==> config.mk <==
export PLATFORM = sky130hd
export DESIGN_NAME = multi_master_bus_arbiter
export DESIGN_NICKNAME = d
export VERILOG_FILES = /design/src/rtl/bus_arbiter_pkg.sv /design/src/rtl/arb_priority_picker.sv /design/src/rtl/multi_master_bus_arbiter.sv
export SDC_FILE = /design/constraint.sdc
export NUM_CORES = 1
export LEC_CHECK = 0
export CAP_MARGIN = 0
export CORE_MARGIN = 4
export CORE_UTILIZATION = 32
export DETAILED_ROUTE_END_ITERATION = 10
export GPL_TIMING_DRIVEN = 0
export PLACE_DENSITY = 0.82
export SYNTH_ARGS = -nofsm -noshare
export SYNTH_HDL_FRONTEND = slang
export SYNTH_HIERARCHICAL = 1
export SYNTH_SLANG_ARGS = --single-unit
==> constraint.sdc <==
create_clock -name clock -period 2.6 [get_ports clock]
set_input_delay 0.52 -clock clock [delete_from_list [all_inputs] [get_ports clock]]
set_output_delay 0.52 -clock clock [all_outputs]
set_load 0.01 [all_outputs]
==> src/rtl/bus_arbiter_pkg.sv <==
// Shared types and defaults for the multi-master bus arbiter.
// The optional round-robin mode is selected with BUS_ARBITER_ROUND_ROBIN_EN.
package bus_arbiter_pkg;

  localparam int ARB_DEFAULT_MASTERS    = 4;
  localparam int ARB_DEFAULT_ADDR_WIDTH = 20;

  typedef enum logic [1:0] {
    IDLE    = 2'd0,
    HOLD    = 2'd1,
    GRANT   = 2'd2,
    RELEASE = 2'd3
  } arb_state_t;

endpackage

==> src/rtl/arb_priority_picker.sv <==
// Combinational picker: first asserted request at or after a start index,
// wrapping modulo N. A start of zero gives plain lowest-index-wins priority.
module arb_priority_picker #(
  parameter  int N  = 4,
  localparam int IW = (N > 1) ? $clog2(N) : 1
) (
  input  logic [N-1:0]  request,
  input  logic [IW-1:0] start,
  output logic          valid,
  output logic [IW-1:0] index
);

  localparam logic [IW:0] N_W = (IW + 1)'(N);

  // One spare bit so start + offset never overflows before the wrap.
  logic [IW:0] cand;

  // NOTE: every output and temporary gets a default before the loop, so no
  // path through this block can leave a value held (which would infer a latch).
  always_comb begin
    valid = 1'b0;
    index = '0;
    cand  = '0;
    for (int k = 0; k < N; k++) begin
      cand = {1'b0, start} + (IW + 1)'(k);
      if (cand >= N_W) cand = cand - N_W;
      if (!valid && request[cand[IW-1:0]]) begin
        valid = 1'b1;
        index = cand[IW-1:0];
      end
    end
  end

endmodule

==> src/rtl/multi_master_bus_arbiter.sv <==
// Arbitrates the CPU address/command bus among MASTERS requesters with a
// bounded, lockable tenure. Define BUS_ARBITER_ROUND_ROBIN_EN for rotating priority.
module multi_master_bus_arbiter
  import bus_arbiter_pkg::*;
#(
  parameter  int MASTERS    = ARB_DEFAULT_MASTERS,
  parameter  int ADDR_WIDTH = ARB_DEFAULT_ADDR_WIDTH,
  parameter  int MAX_TENURE = 16,
  localparam int IDX_W      = (MASTERS > 1) ? $clog2(MASTERS) : 1,
  localparam int CNT_W      = (MAX_TENURE > 1) ? $clog2(MAX_TENURE) : 1
) (
  input  logic                          clock,
  input  logic                          reset,
  input  logic [2:0]                    processor_status,
  input  logic                          processor_lock_n,
  input  logic [MASTERS-1:0]            request,
  input  logic [MASTERS-1:0]            master_lock,
  input  logic [MASTERS*ADDR_WIDTH-1:0] master_address,
  input  logic [ADDR_WIDTH-1:0]         cpu_address,
  output logic [MASTERS-1:0]            grant,
  output logic [IDX_W-1:0]              owner_index,
  output logic                          address_enable_n,
  output logic                          bus_wait_n,
  output logic [ADDR_WIDTH-1:0]         address
);

  localparam logic [CNT_W-1:0]   TENURE_LAST = CNT_W'(MAX_TENURE - 1);
  localparam logic [IDX_W-1:0]   LAST_MASTER = IDX_W'(MASTERS - 1);
  localparam logic [MASTERS-1:0] GRANT_ONE   = MASTERS'(1);

  arb_state_t        state;
  logic [CNT_W-1:0]  tenure_count;
  logic [IDX_W-1:0]  pick_start;
  logic [IDX_W-1:0]  pick_index;
  logic              pick_valid;
  logic              cpu_passive;
  logic              arb_go;
  logic              tenure_end;
  logic              status_unused;

  // Only S1..S0 decide passivity; S2 is carried for completeness.
  assign status_unused = processor_status[2];
  assign cpu_passive   = (processor_status[1:0] == 2'b11);

  // Entering IDLE always takes an edge, so any IDLE cycle seen here has
  // already lasted one full cycle.
  assign arb_go = (state == IDLE) && pick_valid && cpu_passive && processor_lock_n;

  assign tenure_end = !request[owner_index] ||
                      ((tenure_count == TENURE_LAST) && !master_lock[owner_index]);

`ifdef BUS_ARBITER_ROUND_ROBIN_EN
  logic [IDX_W-1:0] rr_pointer;
  logic [IDX_W-1:0] rr_next;

  assign pick_start = rr_pointer;
  assign rr_next    = (owner_index == LAST_MASTER) ? '0 : owner_index + 1'b1;

  always_ff @(posedge clock) begin
    if (reset) begin
      rr_pointer <= '0;
    end else if (state == GRANT && tenure_end) begin
      rr_pointer <= rr_next;
    end
  end
`else
  logic unused_last_master;

  assign pick_start         = '0;
  assign unused_last_master = ^LAST_MASTER;
`endif

  arb_priority_picker #(
    .N (MASTERS)
  ) u_picker (
    .request (request),
    .start   (pick_start),
    .valid   (pick_valid),
    .index   (pick_index)
  );

  // NOTE: all state and registered outputs use non-blocking assignments so
  // every register samples the pre-edge values regardless of statement order.
  always_ff @(posedge clock) begin
    if (reset) begin
      state            <= IDLE;
      grant            <= '0;
      owner_index      <= '0;
      tenure_count     <= '0;
      address_enable_n <= 1'b0;
      bus_wait_n       <= 1'b1;
    end else begin
      case (state)
        IDLE: begin
          if (arb_go) begin
            state            <= HOLD;
            owner_index      <= pick_index;
            address_enable_n <= 1'b1;
            bus_wait_n       <= 1'b0;
          end
        end

        HOLD: begin
          if (request[owner_index]) begin
            state        <= GRANT;
            grant        <= GRANT_ONE << owner_index;
            tenure_count <= '0;
            bus_wait_n   <= 1'b1;
          end else begin
            state <= RELEASE;
          end
        end

        GRANT: begin
          if (tenure_end) begin
            state      <= RELEASE;
            grant      <= '0;
            bus_wait_n <= 1'b0;
          end else if (tenure_count != TENURE_LAST) begin
            // Saturates while a locked owner keeps the bus past its limit.
            tenure_count <= tenure_count + 1'b1;
          end
        end

        RELEASE: begin
          state            <= IDLE;
          grant            <= '0;
          address_enable_n <= 1'b0;
          bus_wait_n       <= 1'b1;
        end

        default: begin
          state            <= IDLE;
          grant            <= '0;
          address_enable_n <= 1'b0;
          bus_wait_n       <= 1'b1;
        end
      endcase
    end
  end

  logic [ADDR_WIDTH-1:0] master_addr_arr [MASTERS];

  for (genvar g = 0; g < MASTERS; g++) begin : g_addr
    assign master_addr_arr[g] = master_address[g*ADDR_WIDTH +: ADDR_WIDTH];
  end

  // The CPU drives the bus only in IDLE; every other state belongs to the owner.
  always_comb begin
    address = cpu_address;
    if (state != IDLE) address = master_addr_arr[owner_index];
  end

endmodule

==> out/qor.txt <==
Final Max Slew Viols - 0
RSZ-0062 raised after global routing - false
ratio of cells with drive above 1 in the final layout - 12.4%
mux share of post-synthesis cell area - 35.2%
Crit. End Element - primary output
total CTS buffers - 3
Rows - 25
DRC viols - 0
Synth top area share - 26.8%
DR vias/cell - 4.90
MaxCap Viol Count - 0
Hold Crit Class - reg -> reg
core area - 0.00479 mm^2
Worst-path clk slew - 0.05 ns
Die Span Y - 78.7 um
f_max - 395 MHz
adder-cell share of the synthesized area - 3.92%
Setup Total Neg Slack - 0 ns
post-synthesis simple-gate area fraction - 25.2%
critical path startpoint category - primary input
# fillers - 410
flip-flop and latch area - 280 um^2
grt ovf - 0
Antenna Violating Nets Remaining - 0
Yosys reg bits - 14
final std cells w/o fill - 406
fin crit share - 97.4%
Nets - 460
Via Count - 1991
Synth cell types - 38
initial antenna violation count - 0
vias in the first global route - 2064
register area share after synthesis - 17.5%
Critical Path AT - 2.01 ns
DP Cell Count - 402
CTS tree - built
Post-synth top flop - dfxtp_1
Final min period - 2.53 ns
P per Cell Area - 463 mW/mm^2
cell accounting for the most synthesized area - mux4_2
FF-to-FF path depth - 7
WP data required - 2.08 ns
clk_lat worst skew - 0.25 ns
Final HPWL DP - 5.56 mm
Async SR Flop Fraction - 0%
crit path max fanout - 1
Starting Density - 33.4%
Post-Syn Area - 0.00160 mm^2
yosys warns - 6
Compound-Gate Fraction of Synth Area - 11.0%
area added between synthesis and finish - 102%
status - completed
largest net degree at the start of global routing - 11
I/O Buffers - 140
largest family of logic cells by synthesized area - multiplexers
total clock sinks - 14
Area contributors post-synth - mux4_2 (27%), dfxtp_1 (18%), nand2_1 (15%), mux4_1 (4.9%), ha_1 (3.9%)
final hold viol count - 0
Routed wire per std cell - 16.2 um
area of the multi-input gates - 0.00125 mm^2
Worst VDD drop - 0.000301 V
Avg Synthesized Cell Area - 8.45 um^2
Detailed Routing Iterations Pass 1 - 4
Chip Width - 78.7 um
DR iter-0 viols - 62
clock skew - 0.00303 ns
Leakage - 1.33 nW
ANT cells - 0
crit path kind - in -> out
Final Setup Violations - 0
drt total wl - 6.57 mm
H-tree levels - 1
routability cong. - 0.787
I/O Pins - 142
Overall Global Routing Usage - 21.1%
first-pass GRT wire length - 10.2 mm
Cells after Synth - 189
Hold Path Stages - 2
Root Buffer - clkbuf_8
post-synthesis xor/xnor area fraction - 1.10%
die area - 0.00619 mm^2
CTS max path bufs - 2
number of flops mapped to enable cells by yosys - 0
## critical path: stages
cell and delay (ns):
clkdlybuf4s50_1 0.41, mux4_2 0.45, nand2_1 0.10, nand2_1 0.06
clkdlybuf4s50_1 0.47
## repair_timing
action,4_1_cts,5_1_grt
cloned,0,0
resized for setup,17,12
buffers inserted,2,0
hold buffers,0,0
setup endpoints to repair,20,15
## routing by layer
layer	GRT usage (%)	share of wire [%]	vias to the layer above
met5	0	0	-
met4	8.39	2.5	0
met3	2.98	6.2	13
met2	40.5	54	79
met1	22.8	38	925
li1	-	-	974
## cell type report
type	instances	area share (%)
plain buffers	11	2.91
clock buffers	3	1.28
inverters	10	1.16
multi-input cells	159	38.7
flip-flops and latches	14	8.69
well taps	67	2.60
repair buffers	142	44.7
## cell usage in the layout, fill, tap and decap left out, types with 2 or more instances in the layout
master	Yosys	routed
a21oi_1	7	7
buf_12	0	2
buf_4	0	2
buf_6	1	2
clkbuf_4	0	4
clkbuf_8	0	3
clkdlybuf4s50_1	0	132
conb_1	1	7
dfxtp_1	14	14
dlygate4sd2_1	0	2
dlymetal6s2s_1	0	6
ha_1	5	4
inv_1	9	8
inv_2	1	2
mux2i_1	4	4
mux4_1	3	3
mux4_2	19	19
nand2_1	65	65
nand2b_1	5	5
nand3_1	6	6
nor2_1	9	9
nor3_1	3	3
o2111ai_1	2	2
o211ai_1	2	2
o21ai_0	2	2
o31ai_1	2	2
or3_1	2	2
xor2_1	2	2
## Yosys cell counts, types with 2 or more instances
cell       count
mux4_1         3
inv_1          9
nor3_1         3
o21ai_0        2
nand2b_1       5
o211ai_1       2
nand3_1        6
nand2_1       65
nor2_1         9
buf_1          2
xor2_1         2
buf_2          3
or3_1          2
ha_1           5
dfxtp_1       14
clkbuf_1       6
mux4_2        19
o31ai_1        2
a21oi_1        7
mux2i_1        4
o2111ai_1      2
## flip-flops by register name, indices dropped and copies added, names as in the netlist
register / count
address_enable_n: 1
tenure_count: 4
owner_index: 2
bus_wait_n: 1
state: 2
grant: 4
## cell families after synthesis
| family | Yosys count |
|---|---|
| simple gates | 95 |
| compound gates | 23 |
| xor+xnor | 2 |
| mux | 27 |
| flops | 14 |
| buf+inv | 22 |
| fa+ha+maj | 5 |
| other cells | 1 |
## through the flow
step	total power, mW	area [um^2]	utilization (%)	worst slack, ns	hold WS [ns]
5_1_grt	1.61	3230	67.4	0.000572	0.500
4_1_cts	1.51	3200	66.8	0.00299	0.481
2_1_floorplan	0.769	1620	-	0.572	0.471
3_5_place_dp	1.31	3110	64.9	-0.0624	0.463
6_report	1.49	3230	67.4	0.0672	0.471
3_3_place_gp	1.28	3110	64.9	-0.00671	0.465
## where the power goes
group / total [mW] / switching, mW / leakage (nW) / internal (mW)
Clock: 0.179 / 0.0764 / 0.0216 / 0.103
Sequential: 0.264 / 0.0215 / 0.114 / 0.243
Combinational: 1.05 / 0.467 / 1.19 / 0.585
Total: 1.49 / 0.565 / 1.33 / 0.930
## worst paths after layout
kind	startpoint	endpoint	slack, ns
worst max-delay path	master_address[34]	address[14]	0.07
worst min-delay path	grant[2]	grant[2]	0.47
worst max register to register	owner_index[0]	grant[0]	0.39
worst min register to register	grant[2]	grant[2]	0.47
Note: power is estimated with default switching activity, not from simulation.
